==> config.mk <==
export PLATFORM = sky130hd
export DESIGN_NAME = brick_move_scheduler
export DESIGN_NICKNAME = d
export VERILOG_FILES = /design/src/rtl/brick_move_scheduler.sv
export SDC_FILE = /design/constraint.sdc
export NUM_CORES = 1
export LEC_CHECK = 0
export BUFFER_PORTS_ARGS = -buffer_cell sky130_fd_sc_hd__clkbuf_2
export CAP_MARGIN = 20
export CORE_UTILIZATION = 40
export CTS_CLUSTER_DIAMETER = 150
export DETAILED_ROUTE_END_ITERATION = 8
export PLACE_DENSITY = 0.72
export SLEW_MARGIN = 20
export SYNTH_ARGS = -nofsm -noshare
export SYNTH_HDL_FRONTEND = slang
export SYNTH_SLANG_ARGS = --single-unit
==> constraint.sdc <==
create_clock -name main_clk -period 2.2 [get_ports main_clk]
set_clock_uncertainty 0.1 [all_clocks]
set_input_delay 0.33 -clock main_clk [delete_from_list [all_inputs] [get_ports main_clk]]
set_output_delay 0.33 -clock main_clk [all_outputs]
set_load 0.01 [all_outputs]
==> src/rtl/brick_move_scheduler.sv <==
// brick_move_scheduler
//   Sequencing controller for the playing-field datapath. Latches one-cycle
//   keyboard requests plus an internal gravity tick. It arbitrates them into
//   one move transaction at a time: try -> check -> commit, or lock ->
//   place -> clear -> spawn. It raises a sticky game-over when a freshly
//   spawned brick collides.
//
// Ports
//   main_clk        system clock
//   rst_1plus       asynchronous, active-high reset
//   enable          high while the game is in PLAYING
//   key_rot/down/left/right/drop  one-cycle key pulses
//   chk_collided    collision result for the last loaded try (valid in CHECK)
//   spawn_collided  collision result for the next brick at spawn (valid in SPAWN)
//   try_op          0 NONE, 1 ROT, 2 DOWN, 3 LEFT, 4 RIGHT
//   try_load        datapath loads try position/direction from cur + try_op
//   commit          datapath copies try into cur
//   place           write shadow brick into the board
//   clear           load the line-cleared board
//   spawn           load a new brick at the spawn position
//   game_over       sticky loss flag
//   state           current FSM state (debug display)
module brick_move_scheduler #(
  parameter int GRAV_TICKS = 3052,
  parameter int GRAV_W     = 12
) (
  input  logic       main_clk,
  input  logic       rst_1plus,
  input  logic       enable,
  input  logic       key_rot,
  input  logic       key_down,
  input  logic       key_left,
  input  logic       key_right,
  input  logic       key_drop,
  input  logic       chk_collided,
  input  logic       spawn_collided,
  output logic [2:0] try_op,
  output logic       try_load,
  output logic       commit,
  output logic       place,
  output logic       clear,
  output logic       spawn,
  output logic       game_over,
  output logic [2:0] state
);

  typedef enum logic [2:0] {
    S_WAIT  = 3'd0,
    S_ISSUE = 3'd1,
    S_CHECK = 3'd2,
    S_PLACE = 3'd3,
    S_CLEAR = 3'd4,
    S_SPAWN = 3'd5,
    S_OVER  = 3'd6
  } state_t;

  localparam logic [2:0] OP_NONE  = 3'd0;
  localparam logic [2:0] OP_ROT   = 3'd1;
  localparam logic [2:0] OP_DOWN  = 3'd2;
  localparam logic [2:0] OP_LEFT  = 3'd3;
  localparam logic [2:0] OP_RIGHT = 3'd4;

  localparam logic [GRAV_W-1:0] GRAV_LAST = GRAV_W'(GRAV_TICKS - 1);

  state_t            cur_state;
  state_t            nxt_state;

  // Request vectors are ordered by priority, bit 0 highest:
  // [0] drop, [1] rot, [2] left, [3] right, [4] down, [5] gravity.
  logic [5:0]        pend;
  logic [5:0]        pend_nxt;
  logic [5:0]        key_vec;
  logic [5:0]        set_vec;
  logic [5:0]        req;
  logic [5:0]        sel;
  logic              serve;
  logic [2:0]        op_sel;

  logic [GRAV_W-1:0] grav_cnt;
  logic              grav_zero;
  logic              grav_run;
  logic              grav_wrap;
  logic              down_commit;

  // Request arbitration
  always_comb begin
    key_vec = {1'b0, key_down, key_right, key_left, key_rot, key_drop};
    // Keys pulsing this cycle compete immediately. This gives a one-cycle
    // hop from pulse to ISSUE. Gravity competes only once it is latched.
    req     = pend | key_vec;
    serve   = (cur_state == S_WAIT) && enable;
    // Isolate the lowest set bit, which is the highest-priority request.
    sel     = serve ? (req & (~req + 6'd1)) : 6'd0;
    set_vec = ((cur_state != S_OVER) ? key_vec : 6'd0) | {grav_wrap, 5'd0};
    // A served flag survives only if a fresh event for it arrived on top of
    // an already-pending one. A pulse that was itself the request is consumed.
    if (cur_state == S_SPAWN) begin
      pend_nxt = 6'd0;
    end else begin
      pend_nxt = (~sel & (pend | set_vec)) | (sel & pend & set_vec);
    end
  end

  always_comb begin
    op_sel = OP_NONE;
    if (sel[1])               op_sel = OP_ROT;
    else if (sel[2])          op_sel = OP_LEFT;
    else if (sel[3])          op_sel = OP_RIGHT;
    else if (sel[4] | sel[5]) op_sel = OP_DOWN;
  end

  // Gravity timer
  always_comb begin
    down_commit = (cur_state == S_CHECK) && !chk_collided && (try_op == OP_DOWN);
    grav_zero   = down_commit || (cur_state == S_SPAWN);
    grav_run    = enable && (cur_state != S_OVER);
    grav_wrap   = !grav_zero && grav_run && (grav_cnt == GRAV_LAST);
  end

  always_ff @(posedge main_clk or posedge rst_1plus) begin
    if (rst_1plus) begin
      grav_cnt <= '0;
    end else if (grav_zero || grav_wrap) begin
      grav_cnt <= '0;
    end else if (grav_run) begin
      grav_cnt <= grav_cnt + 1'b1;
    end
  end

  // Control registers: pending flags, latched op, loss flag
  always_ff @(posedge main_clk or posedge rst_1plus) begin
    if (rst_1plus) begin
      pend      <= 6'd0;
      try_op    <= OP_NONE;
      game_over <= 1'b0;
    end else begin
      pend <= pend_nxt;
      // Drop bypasses the try/check path, so it leaves try_op untouched.
      if (op_sel != OP_NONE) begin
        try_op <= op_sel;
      end
      if ((cur_state == S_SPAWN) && spawn_collided) begin
        game_over <= 1'b1;
      end
    end
  end

  // FSM state register
  always_ff @(posedge main_clk or posedge rst_1plus) begin
    if (rst_1plus) begin
      cur_state <= S_WAIT;
    end else begin
      cur_state <= nxt_state;
    end
  end

  // FSM next-state logic
  always_comb begin
    nxt_state = cur_state;
    unique case (cur_state)
      S_WAIT: begin
        if (sel[0])             nxt_state = S_PLACE;
        else if (sel != 6'd0)   nxt_state = S_ISSUE;
      end
      S_ISSUE: nxt_state = S_CHECK;
      S_CHECK: begin
        if (chk_collided && (try_op == OP_DOWN)) nxt_state = S_PLACE;
        else                                     nxt_state = S_WAIT;
      end
      S_PLACE: nxt_state = S_CLEAR;
      S_CLEAR: nxt_state = S_SPAWN;
      S_SPAWN: nxt_state = spawn_collided ? S_OVER : S_WAIT;
      S_OVER:  nxt_state = S_OVER;
      default: nxt_state = S_WAIT;
    endcase
  end

  // FSM outputs: strobes decode the current state only, so an
  // asynchronous reset silences them immediately.
  always_comb begin
    try_load = (cur_state == S_ISSUE);
    commit   = (cur_state == S_CHECK) && !chk_collided;
    place    = (cur_state == S_PLACE);
    clear    = (cur_state == S_CLEAR);
    spawn    = (cur_state == S_SPAWN);
    state    = cur_state;
  end

endmodule

Word level (Yosys, flattened, before mapping)
Cells that the tools add are included.
Widths: inputs -> output; s select.
- bits in latches: 0
- logic and storage cells: 58
- output and inout port bits: 12
- bits in registers: 25
- RAM bits: 0
- ROM bits: 0
- memories kept: 0
- bits of input ports: 10
- mux-type cells: 14
- $add $sub $neg: 2
- reduce and logical (&&, ||, !) cells: 16
- div/mod/pow operators: 0
- order comparisons: 0
- multipliers: 0
- bitwise logic cells: 11
- shift-type cells: 0
- equality and inequality tests: 10
- operators by type and width (kind ; number):
    $and 6x6->6 ; 4
    $mux 12 ; 2
    $pmux 3 s7 ; 1
    $mux 3 ; 6
    $add 12x1->12 const B ; 1
    $eq 12x12->1 const B ; 1
    $mux 6 ; 2
    $not 6->6 ; 2
    $or 6x6->6 ; 2
    $eq 3x2->1 const B ; 3
    $eq 3x3->1 const B ; 3
    $logic_and 1x1->1 ; 8
    $add 6x1->6 const B ; 1
    $or 5x6->6 ; 1
    $or 6x5->6 ; 1
    $reduce_bool 6->1 ; 1
    $mux 5 ; 1
    $mux 2 ; 2
    $eq 3x1->1 const B ; 1
    $logic_not 3->1 ; 1
    $ne 3x2->1 const B ; 1
    $ne 3x3->1 const B ; 1
    $reduce_bool 3->1 ; 1
    $logic_not 1->1 ; 2
    3 further kinds ; 4

Depth between registers and ports, before layout
- depth in word-level cells: 12
- mapped depth: 6

Worst setup path before layout
OpenSTA, ideal clock, no wires.
- kind: register -> register
- start: reg cur_state[2], in the netlist state[2]
- end: reg grav_cnt[7]
- buffers on the path: 1
- library setup time: 0.073 ns
- cell stages (with the launch flop): 6
- setup slack: 0.246 ns
- arrival: 1.781 ns
- required time: 2.027 ns
- clock period less this slack: 1.954 ns
- cell sequence: dfrtp_1 nor4b_4 a221oi_2 buf_6 or4_4 a21oi_2
- word-level cells in the longest chain between the ends: 9
- elaborated cells between the ends (all ways): 13
- those cells by class: 3 x eq/ne; 1 x mux; 9 x reduce/logical
- RTL lines (item ; line ; text):
    start, declared ; 65 ; state_t cur_state;
    start signal, assigned ; 153 ; cur_state <= nxt_state;
    $eq 3x2->1 (*) ; -- ;
    $logic_and 1x1->1 (*) ; -- ;
    net commit ; 39 ; output logic commit,
    $logic_and 1x1->1 (*) ; 114 ; down_commit = (cur_state == S_CHECK) && !chk_collided && (try_op == OP_DOWN);
    $logic_or 1x1->1 (*) ; 115 ; grav_zero = down_commit || (cur_state == S_SPAWN);
    $logic_not 1->1 ; 117 ; grav_wrap = !grav_zero && grav_run && (grav_cnt == GRAV_LAST);
    $logic_and 1x1->1 (2 in a row) ; 117 ;
    $logic_or 1x1->1 (*) ; 123 ; end else if (grav_zero || grav_wrap) begin
    $mux 12 or $reduce_bool 2->1 (tied branches) ; -- ;
    end signal, assigned ; 126 ; grav_cnt <= grav_cnt + 1'b1;
    end, declared ; 79 ; logic [GRAV_W-1:0] grav_cnt;
The timed path passes the listed nets; every way through them passes the cells marked *.
A chain may end at the register's enable or synchronous reset.

Final worst setup path
- start: reg cur_state[2], in the netlist state[2]
- end: reg grav_cnt[9]
- word-level cells in the longest chain between the ends: 9
- elaborated cells between the ends (all ways): 13
- those cells by class: 3 x eq/ne; 1 x mux; 9 x reduce/logical
- RTL lines (item ; line):
    $eq 3x2->1 ; 114
    $logic_and 1x1->1 (2 in a row) ; 114
    $logic_or 1x1->1 ; 115
    $logic_not 1->1 ; 117
    $logic_and 1x1->1 (2 in a row) ; 117
    $logic_or 1x1->1 ; 123
    $mux 12 or $reduce_bool 2->1 (tied branches) ; --
Several ways; a longest one is shown, not always the timed one.

==> flow_results.org <==
** Critical path
- Critical path start-end classification :: flop to flop
- Stages on the worst setup path :: 4
- Critical path endpoint category :: flop
- The largest individual stage delay along the critical path comes from the cell sky130_fd_sc_hd__or4_1.
- Buffering stage count on the worst path with inverters included :: 0
- In this run the worst path has a maximum fanout of 14.
- R2R cell count :: 4
- The setup check on the worst reg-to-reg path leaves a slack of 0.20 ns.
- The signal on the critical path passes through nor4b_4 -> a221oi_4 -> or4_1 -> a21oi_1.
- STA puts the critical path data required time at 2.35 ns.
- End of the worst register-to-register path :: grav_cnt[9]
- R2r startpoint :: state[2]
- At the worst endpoint, the arrival time is 2.15 ns.
- Grouping stages by cell kind, the critical path spends the most delay in simple AND/OR/NAND/NOR gates.
- On the worst path, the slowest cell contributes a delay of 0.52 ns.
- Kind of start point of the critical path :: flop

** CTS
- CTS built an H-tree with a depth of 1.
- The cell sitting at the root of the clock tree is a sky130_fd_sc_hd__clkbuf_4.
- Setup repair bufs after CTS :: 0
- Latest clock arrival within the worst-skew pair :: 0.32 ns
- Number of buffers on the longest clock path :: 2
- CTS tree :: done
- Number of CTS-inserted buffers :: 3
- CTS saw 25 sinks.
- Clock-pin slew was measured on the worst setup and hold paths at 0.14 ns.

** Floorplanning
- Row cnt :: 21
- After floorplanning, the core was sized to cover 0.00339 mm^2.
- Vertical extent of the die :: 62.0 um
- For this design the top-level I/O count stands at 22.
- Chip width :: 62.0 um
- For this configuration, the core starts out at a cell density of 0.425.
- The floorplan step defined a die boundary enclosing 0.00385 mm^2.

** STA
- Crit share post-route :: 0.911
- The number of hold violations in the final report was 0.
- Fmax achieved :: 499 MHz
- Setup violations remaining at the end of the flow were counted as 0.
- The clock period could shrink to 2.00 ns.
- On the final layout, the worst hold slack is 0.141 ns.
- In the final timing run, aggregate negative setup slack is 0 ns.
- The max-slew violation count was 0.
- Measured against its own limit, the worst slew margin works out to 0.630.
- Setup repair after global routing left no endpoint under its margin.
- Least-Margin Pin Slew :: 0.555 ns

** Routing
- Dividing the detail-routed wire length by the instance count gives 13.9 um.
- In this run the remaining antenna-violating nets after routing total 0.
- Router iterations before antenna repair :: 4
- Post-detailed-route DRC marker count :: 0
- The final route contains 1242 vias.
- Ratio of routed vias to standard cells :: 5.57
- Total wire length :: 3100 um
- The first routing iteration left 38 violations.

** Final layout
- For this run, the number of standard cells in the final layout without fillers is 223.
- Growth of design area from synthesis to finish :: 16.0%
- Commonest cells after routing, fill and taps aside :: sky130_fd_sc_hd__dfrtp_1 (25), sky130_fd_sc_hd__clkbuf_2 (21), sky130_fd_sc_hd__nor2_1 (12), sky130_fd_sc_hd__nand3_1 (11), sky130_fd_sc_hd__nand2_1 (9)
- In the final layout, the share of cells above drive strength 1 is 0.232.
- Final layout net count :: 189
- Leading cell type in the layout, fill and taps excluded :: sky130_fd_sc_hd__dfrtp_1
- Count of inserted antenna diode cells :: 0

** Power
- Worst vdd rail ir drop :: 499 uV
- Power density of the placed cells :: 975 mW/mm^2
- Switching power :: 659 uW
- Switching Share :: 0.405
- The internal power of the cells totals 970 uW.
- The analysis attributes to cell leakage a power of 0.000711 uW.
- Combinational cell fraction of total power :: 0.413
- Proportion of power drawn by flip-flops and latches :: 0.461
- Fraction of power consumed by the clock network :: 0.126
- Total Power :: 1630 uW

** Global routing
- The number of antenna violations at the first check in global routing was 0.
- For this run, the total global-route usage over all layers was measured as 0.178.
- Global routing finished with a remaining overflow of 0.
- Number of global-route vias before repair :: 1117
- The first global-routing pass estimated 5040 um of wire.
- Maximum number of pins on one net before global-route repair :: 26

** Min path
- The startpoint identified for the worst hold timing path is spawn_collided.
- Hold Path Sink :: game_over
- The worst hold path passes through 2 cells.
- Tightest Hold Check Type :: input port to flop

** Synthesis
- The share of synthesized area in the top cell type comes to 0.434.
- Counting distinct cell types in the post-synthesis netlist gives 39.
- Yosys reg bits :: 25
- Post-Synthesis Net Count :: 160
- In the synthesized netlist the async set-or-reset flop fraction comes to 1.00.
- Synthesis handed over a netlist of 149 instances.
- The most used flip-flop cell after synthesis is sky130_fd_sc_hd__dfrtp_1.
- By area the synthesized netlist is led by sky130_fd_sc_hd__dfrtp_1 (43%), sky130_fd_sc_hd__o31ai_1 (4.2%), sky130_fd_sc_hd__nand3_1 (3.8%), sky130_fd_sc_hd__nor4b_4 (3.3%), sky130_fd_sc_hd__nor2_1 (3.1%).
- Averaged over all synthesized cells, the footprint is 9.67 um^2.
- Library cell occupying the most area in the post-synthesis netlist :: sky130_fd_sc_hd__dfrtp_1
- Number of enable flip-flop cells after synthesis :: 0
- For this run, the number of Yosys warnings is 0.
- In this run the cell area of the synthesized design comes to 0.00144 mm^2.
- For this run, the register share of the synthesized area comes to 0.434.

** Place
- Weighted congestion at the end of routability-driven global placement :: 0.832
- The HPWL after detailed placement is 2280 um.
- Count of placed standard cells including taps :: 218
- The count of buffers added on input and output ports is 21.

** Run
- Max cap viols :: 0

** Run status
- Outcome :: complete, no violations
what timing repair did:
action                                 in CTS  in global routing
setup endpoints to repair                   0                  1
resized for setup                           0                  1
hold buffers                                1                  0
endpoints found under the hold margin      25                  0
layer usage:
layer	global-route usage	part of all wire
met3	0.0186	0.032
met1	0.240	0.45
met2	0.298	0.50
met5	0	0
met4	0.0571	0.016
final cells by class:
cell class,count,area (um^2)
Multi-Input combinational cell,115,776
Timing Repair Buffer,30,175
Fill cell,320,1720
Sequential cell,25,626
Tap cell,46,57.6
Inverter,3,11.3
Clock buffer,4,26.3
sequential cells by signal (all words and copies together) (netlist names):
name and count:
grav_cnt 12, pend 6, state 3, try_op 3, game_over 1
cell usage after synthesis, types with 3 or more instances:
cell type and number:
sky130_fd_sc_hd__a21oi_1 8, sky130_fd_sc_hd__a22oi_1 4, sky130_fd_sc_hd__and2_1 3, sky130_fd_sc_hd__dfrtp_1 25
sky130_fd_sc_hd__inv_1 3, sky130_fd_sc_hd__nand2_1 9, sky130_fd_sc_hd__nand2b_1 3, sky130_fd_sc_hd__nand3_1 11
sky130_fd_sc_hd__nand4_1 3, sky130_fd_sc_hd__nor2_1 12, sky130_fd_sc_hd__nor3_1 8, sky130_fd_sc_hd__nor3b_1 3
sky130_fd_sc_hd__o21ai_0 8, sky130_fd_sc_hd__o31ai_1 8, sky130_fd_sc_hd__or4_1 4, sky130_fd_sc_hd__xor2_1 4
worst reg2reg max path, stage by stage (launching register included):
cell	delay, ns
sky130_fd_sc_hd__dfrtp_1	0.48
sky130_fd_sc_hd__nor4b_4	0.44
sky130_fd_sc_hd__a221oi_4	0.20
sky130_fd_sc_hd__or4_1	0.53
sky130_fd_sc_hd__a21oi_1	0.19
metrics by stage:
| stage | util | area, um^2 | worst slack, ns |
|---|---|---|---|
| after floorplan | - | 1440 | 0.246 |
| after global placement | 0.479 | 1620 | 0.295 |
| after detailed placement | 0.479 | 1620 | 0.209 |
| after CTS | 0.490 | 1660 | 0.179 |
| after global routing | 0.493 | 1670 | 0.0987 |
| final | 0.493 | 1670 | 0.197 |
power groups by stage:
| stage | clock network, uW | logic [uW] | registers (uW) |
|---|---|---|---|
| floorplan | 0 | 462 | 742 |
| global placement | 0 | 645 | 750 |
| detailed placement | 0 | 665 | 758 |
| CTS | 210 | 666 | 751 |
| global route | 239 | 754 | 773 |
| finish | 205 | 673 | 751 |
how the worst max path moves through the flow:
stage | end | startpoint | slack [ns]
2_1_floorplan | grav_cnt[7] | state[2] | 0.25
3_3_place_gp | grav_cnt[6] | state[0] | 0.30
3_5_place_dp | grav_cnt[9] | state[0] | 0.21
4_1_cts | grav_cnt[9] | state[0] | 0.18
5_1_grt | grav_cnt[9] | state[2] | 0.1
6_report | grav_cnt[9] | state[2] | 0.20
cells by family (layout without fill, tap and decap cells):
family / after synthesis / after routing / share of synthesized area
xor gates and xnor gates: 4 / 4 / 0.0243
DFF: 25 / 25 / 0.434
adders and majority gates: 1 / 1 / 0.00868
AOI/OAI and AO/OA: 39 / 39 / 0.186
buffers and inverters: 9 / 37 / 0.0356
and+or+nand+nor: 71 / 71 / 0.312
Power figures use the tool's default switching activity.
